**src/rtl/mem_port_arbiter.sv**
```systemverilog
// Shares one single-port memory between the fetch path (read-only) and the
// stack path (read/write). Round-robin choice between the two requesters,
// one access in flight, fixed-latency read data returned on a registered
// valid strobe to whichever port owns the access. All outputs are registers.
module mem_port_arbiter #(
    parameter int AW      = 32,
    parameter int DW      = 32,
    parameter int MEM_LAT = 2    // legal 1..15
) (
    input  logic          clk_i,
    input  logic          rst_ni,
    // fetch port
    input  logic          if_req_i,
    input  logic [AW-1:0] if_addr_i,
    output logic          if_gnt_o,
    output logic          if_rvalid_o,
    output logic [DW-1:0] if_rdata_o,
    // stack port
    input  logic          st_req_i,
    input  logic          st_we_i,
    input  logic [AW-1:0] st_addr_i,
    input  logic [DW-1:0] st_wdata_i,
    output logic          st_gnt_o,
    output logic          st_rvalid_o,
    output logic [DW-1:0] st_rdata_o,
    // memory side
    output logic          mem_en_o,
    output logic          mem_we_o,
    output logic [AW-1:0] mem_addr_o,
    output logic [DW-1:0] mem_wdata_o,
    input  logic [DW-1:0] mem_rdata_i,
    output logic          busy_o
);

    localparam int CW = 4;

    typedef enum logic [1:0] {
        S_IDLE   = 2'd0,
        S_ACCESS = 2'd1,
        S_WAIT   = 2'd2,
        S_RESP   = 2'd3
    } state_t;

    state_t          state_q, state_d;
    logic            owner_st_q, owner_st_d;   // 1 = stack owns the access
    logic            last_st_q, last_st_d;     // 1 = stack was granted last
    logic [CW-1:0]   cnt_q, cnt_d;

    logic            if_gnt_q, if_gnt_d;
    logic            if_rvalid_q, if_rvalid_d;
    logic [DW-1:0]   if_rdata_q, if_rdata_d;
    logic            st_gnt_q, st_gnt_d;
    logic            st_rvalid_q, st_rvalid_d;
    logic [DW-1:0]   st_rdata_q, st_rdata_d;
    logic            mem_en_q, mem_en_d;
    logic            mem_we_q, mem_we_d;
    logic [AW-1:0]   mem_addr_q, mem_addr_d;
    logic [DW-1:0]   mem_wdata_q, mem_wdata_d;
    logic            busy_q, busy_d;

    logic            pick_st;
    logic [AW-1:0]   sel_addr;

    // Next-state and next-output logic; outputs are computed one cycle early
    // so that every port is driven straight from a flop.
    always_comb begin
        state_d     = state_q;
        owner_st_d  = owner_st_q;
        last_st_d   = last_st_q;
        cnt_d       = cnt_q;
        if_gnt_d    = 1'b0;
        st_gnt_d    = 1'b0;
        if_rvalid_d = 1'b0;
        st_rvalid_d = 1'b0;
        mem_en_d    = 1'b0;
        mem_we_d    = 1'b0;
        mem_addr_d  = mem_addr_q;
        mem_wdata_d = mem_wdata_q;
        if_rdata_d  = if_rdata_q;
        st_rdata_d  = st_rdata_q;

        // Stack wins when it is the only requester, or when both ask and
        // fetch was the last one served.
        pick_st  = st_req_i && (!if_req_i || !last_st_q);
        sel_addr = pick_st ? st_addr_i : if_addr_i;

        unique case (state_q)
            S_IDLE: begin
                if (if_req_i || st_req_i) begin
                    owner_st_d  = pick_st;
                    last_st_d   = pick_st;
                    if_gnt_d    = !pick_st;
                    st_gnt_d    = pick_st;
                    mem_en_d    = 1'b1;
                    mem_we_d    = pick_st && st_we_i;
                    // Low address bits are simply dropped; no misalignment flag.
                    mem_addr_d  = sel_addr & ~AW'(3);
                    mem_wdata_d = st_wdata_i;
                    state_d     = S_ACCESS;
                end
            end
            S_ACCESS: begin
                if (mem_we_q) begin
                    state_d = S_IDLE;
                end else begin
                    cnt_d   = CW'(MEM_LAT - 1);
                    state_d = S_WAIT;
                end
            end
            S_WAIT: begin
                if (cnt_q == '0) begin
                    // This edge ends cycle ACCESS+MEM_LAT, where the word is valid.
                    if (owner_st_q) begin
                        st_rvalid_d = 1'b1;
                        st_rdata_d  = mem_rdata_i;
                    end else begin
                        if_rvalid_d = 1'b1;
                        if_rdata_d  = mem_rdata_i;
                    end
                    state_d = S_RESP;
                end else begin
                    cnt_d = cnt_q - CW'(1);
                end
            end
            S_RESP: begin
                state_d = S_IDLE;
            end
            default: begin
                state_d = S_IDLE;
            end
        endcase

        busy_d = (state_d != S_IDLE);
    end

    // State and output registers; reset drops any in-flight read silently.
    always_ff @(posedge clk_i or negedge rst_ni) begin
        if (!rst_ni) begin
            state_q     <= S_IDLE;
            owner_st_q  <= 1'b0;
            last_st_q   <= 1'b1;
            cnt_q       <= '0;
            if_gnt_q    <= 1'b0;
            st_gnt_q    <= 1'b0;
            if_rvalid_q <= 1'b0;
            st_rvalid_q <= 1'b0;
            if_rdata_q  <= '0;
            st_rdata_q  <= '0;
            mem_en_q    <= 1'b0;
            mem_we_q    <= 1'b0;
            mem_addr_q  <= '0;
            mem_wdata_q <= '0;
            busy_q      <= 1'b0;
        end else begin
            state_q     <= state_d;
            owner_st_q  <= owner_st_d;
            last_st_q   <= last_st_d;
            cnt_q       <= cnt_d;
            if_gnt_q    <= if_gnt_d;
            st_gnt_q    <= st_gnt_d;
            if_rvalid_q <= if_rvalid_d;
            st_rvalid_q <= st_rvalid_d;
            if_rdata_q  <= if_rdata_d;
            st_rdata_q  <= st_rdata_d;
            mem_en_q    <= mem_en_d;
            mem_we_q    <= mem_we_d;
            mem_addr_q  <= mem_addr_d;
            mem_wdata_q <= mem_wdata_d;
            busy_q      <= busy_d;
        end
    end

    assign if_gnt_o    = if_gnt_q;
    assign if_rvalid_o = if_rvalid_q;
    assign if_rdata_o  = if_rdata_q;
    assign st_gnt_o    = st_gnt_q;
    assign st_rvalid_o = st_rvalid_q;
    assign st_rdata_o  = st_rdata_q;
    assign mem_en_o    = mem_en_q;
    assign mem_we_o    = mem_we_q;
    assign mem_addr_o  = mem_addr_q;
    assign mem_wdata_o = mem_wdata_q;
    assign busy_o      = busy_q;

endmodule

```
**config.mk**
```make
export PLATFORM = sky130hd
export DESIGN_NAME = mem_port_arbiter
export DESIGN_NICKNAME = d
export VERILOG_FILES = /design/src/rtl/mem_port_arbiter.sv
export SDC_FILE = /design/constraint.sdc
export NUM_CORES = 1
export LEC_CHECK = 0
export ABC_AREA = 0
export ABC_CLOCK_PERIOD_IN_PS = 5900
export CELL_PAD_IN_SITES_DETAIL_PLACEMENT = 1
export CELL_PAD_IN_SITES_GLOBAL_PLACEMENT = 1
export CORE_UTILIZATION = 34
export DETAILED_ROUTE_END_ITERATION = 16
export GPL_TIMING_DRIVEN = 0
export PLACE_DENSITY = 0.93
export SETUP_SLACK_MARGIN = 0.5
export SLEW_MARGIN = 20
export SYNTH_ARGS = -nofsm -noshare
export SYNTH_HDL_FRONTEND = slang
export SYNTH_SLANG_ARGS = --single-unit
```
**constraint.sdc**
```tcl
create_clock -name clk_i -period 5.9 [get_ports clk_i]
set_clock_uncertainty 0.15 [all_clocks]
set_input_delay 1.475 -clock clk_i [delete_from_list [all_inputs] [get_ports clk_i]]
set_output_delay 1.475 -clock clk_i [all_outputs]
set_load 0.005 [all_outputs]
```
==> summary.md <==
| Metric | Value |
|---|---|
| Multi-input gate area | 1840 um^2 |
| Worst path required time | 6.04 ns |
| Worst IR drop on VDD | 0.222 mV |
| CTS buffer count | 17 |
| IO buf count | 261 |
| Setup Buffers After CTS | 0 |
| Commonest cells post-synth | dfrtp_1, mux2_2, and3_1, a221o_1, buf_2 |
| Height of the chip | 129 um |
| H-tree Lvls | 4 |
| Setup violators final | 0 |
| Max-slew violation count | 0 |
| Pwr Density | 531 nW/um^2 |
| Slew headroom | 63.3% |
| Initial antenna violation count | 0 |
| Hold depth | 1 |
| Aggregate global routing overflow | 0 |
| N_diodes | 0 |
| Fmax achieved | 337 MHz |
| CTS Hold Buffers Added | 0 |
| Avg Cell Area, Syn | 15.2 um^2 |
| Post-synth ARST share | 100% |
| CP Capture Type | flip-flop |
| Core area | 15900 um^2 |
| Post-synth EDFFs | 0 |
| Status | finished, final reports clean |
| Vias in the first global route | 4749 |
| Die area | 16800 um^2 |
| Max Cap Viol | 0 |
| Seq/Total Area, Yosys | 63.9% |
| Crit path cell chain | clkdlybuf4s50_1 -> o21ai_1 -> clkbuf_1 -> mux2_2 |
| Layout area overhead | 62.5% |
| Detail Route Antenna Nets | 0 |
| Final period utilization | 50.4% |
| TNS Setup | 0 ns |
| Routability congestion estimate | 0.762 |
| Power Total | 0.00477 W |
| Die W | 129 um |
| Pre-Repair DR Iteration Count | 4 |
| Post-CTS Resized | 0 |
| Crit-path slowest cell | clkbuf_1 |
| Starting Density | 34.8% |
| Clk slew on worst S/H paths | 0.06 ns |
| DR iter-0 viols | 147 |
| DR WL/cell | 19.8 um |
| Placed cells | 843 |
| Ys flop type | dfrtp_1 |
| CTS Buffer Depth | 2 |
| Distinct cells, synth | 35 |
| Storage cell area | 3530 um^2 |
| Syn Inst Count | 364 |
| Delay of the slowest critical-path stage | 0.48 ns |
| RSZ-0062 raised after global routing | no |
| Crit-path max FO | 10 |
| Core Rows | 46 |
| Leak pwr | 3.86 nW |
| Reg2reg setup slack | 3.52 ns |
| Worst setup SP type | primary input |
| Yosys warns | 0 |
| Share of cells above drive strength 1 | 22.1% |
| Cell taking the most area after synthesis | dfrtp_1 |
| Via count | 4297 |
| Arr. time, crit path | 3.11 ns |
| Post-synth top area share | 63.4% |
| Dpl ws | 2.48 ns |
| Largest net degree at the start of global routing | 78 |
| Final Hold Fails | 0 |
| Via density | 4.92 |
| Sinks on Clock Net | 141 |
| Worst-Skew Late Latency | 0.41 ns |
| Fill cells | 1596 |
| Non-Filler Instances | 873 |
| Most frequent cell after synthesis | dfrtp_1 |
| Post-DP HPWL | 13.2 mm |
| WS Path Type | primary input to flip-flop |
| Root buffer cell | clkbuf_16 |
| Worst slew pin tran | 0.551 ns |
| Post-route minimum period | 2.97 ns |
| I/O pin total | 268 |
| Cells on worst reg2reg path | 6 |
| Post-synthesis register bit count | 141 |
| Util after Layout | 56.5% |
| Mapped cell area | 5530 um^2 |
| Class of the worst hold path | flip-flop to flip-flop |
| Total Routing Usage GR | 21.0% |
| Top cells by area, synth | dfrtp_1, mux2_2, a221o_1 |
| Drt drc | 0 |
| Layout Nets | 781 |
| First-pass GRT wire length | 26.2 mm |
| Setup ws final | 2.93 ns |
| CTS tree | yes |
| Detailed Route WL | 17.3 mm |
## report_power, final
part | leakage, nW | internal (W) | switching (W)
Sequential | 1.68 | 0.00145 | 0.000283
Clock | 0.263 | 0.000595 | 0.000383
Combinational | 1.92 | 0.00134 | 0.000719
## cells by family (layout without fill, tap and decap cells)
kind of cell | count (synthesis) | in the layout | share of synthesized area (%)
flip-flops | 141 | 141 | 63.9
AO/OA/AOI/OAI | 42 | 42 | 6.97
multiplexers | 96 | 96 | 19.6
adder cells (fa/ha/maj) | 2 | 2 | 0.453
buffers and inverters | 31 | 323 | 2.92
other | 1 | 2 | 0.0679
AND/OR/NAND/NOR | 51 | 51 | 6.14
## area by class of cell
cell class	count	area share, %
Sequential cell	141	39.3
Timing Repair Buffer	262	29.5
Multi-Input combinational cell	193	20.5
Clock buffer	23	5.21
Tap cell	216	3.01
Buffer	26	1.59
Clock inverter	7	0.739
Inverter	5	0.209
## placed cells by master, fill, tap and decap left out, types with 3 or more instances in the layout
| master | netlist | routed |
|---|---|---|
| and3_1 | 32 | 32 |
| a221o_1 | 30 | 30 |
| clkbuf_1 | 8 | 12 |
| buf_6 | 3 | 3 |
| dfrtp_1 | 140 | 140 |
| a21o_1 | 3 | 3 |
| buf_2 | 12 | 12 |
| clkinv_2 | 0 | 4 |
| nand3_1 | 3 | 3 |
| nand2b_1 | 4 | 4 |
| clkdlybuf4s50_1 | 0 | 260 |
| clkbuf_16 | 0 | 17 |
| mux2_2 | 95 | 95 |
| inv_1 | 5 | 5 |
## final timing paths
| check | from | to |
|---|---|---|
| setup / recovery | st_req_i | mem_wdata_o[30] |
| min in group asynchronous | rst_ni | mem_addr_o[17] |
| max in group asynchronous | rst_ni | st_rdata_o[31] |
| hold / removal | if_rdata_o[3] | if_rdata_o[3] |
| setup reg to reg | cnt_q[0] | if_rdata_o[11] |
| hold reg to reg | if_rdata_o[3] | if_rdata_o[3] |
## sequential cells by signal (all words and copies together) (netlist names), 2 cells and up
signal and flops:
mem_addr_o 30, if_rdata_o 32, state_q 2, cnt_q 4, mem_wdata_o 32, st_rdata_o 32
## through the flow
stage                     hold slack, ns  instance area, um^2
after CTS                          0.357                 8980
after floorplan                    0.333                 5530
after global placement             0.318                 8410
final                              0.351                 8980
after global routing               0.368                 8980
after detailed placement           0.344                 8440
## worst max-delay path, delay by kind of cell
family,cells,cell delay (ns)
buffers and inverters,2,0.93
AO/OA/AOI/OAI,1,0.30
multiplexers,1,0.41
## layer usage
layer  wire length [um]  track usage, %
met4                405            8.55
met5                  0               0
met2               9110            37.0
met3               1410            7.60
met1               6330            23.0
Note: power is estimated with default switching activity, not from simulation.
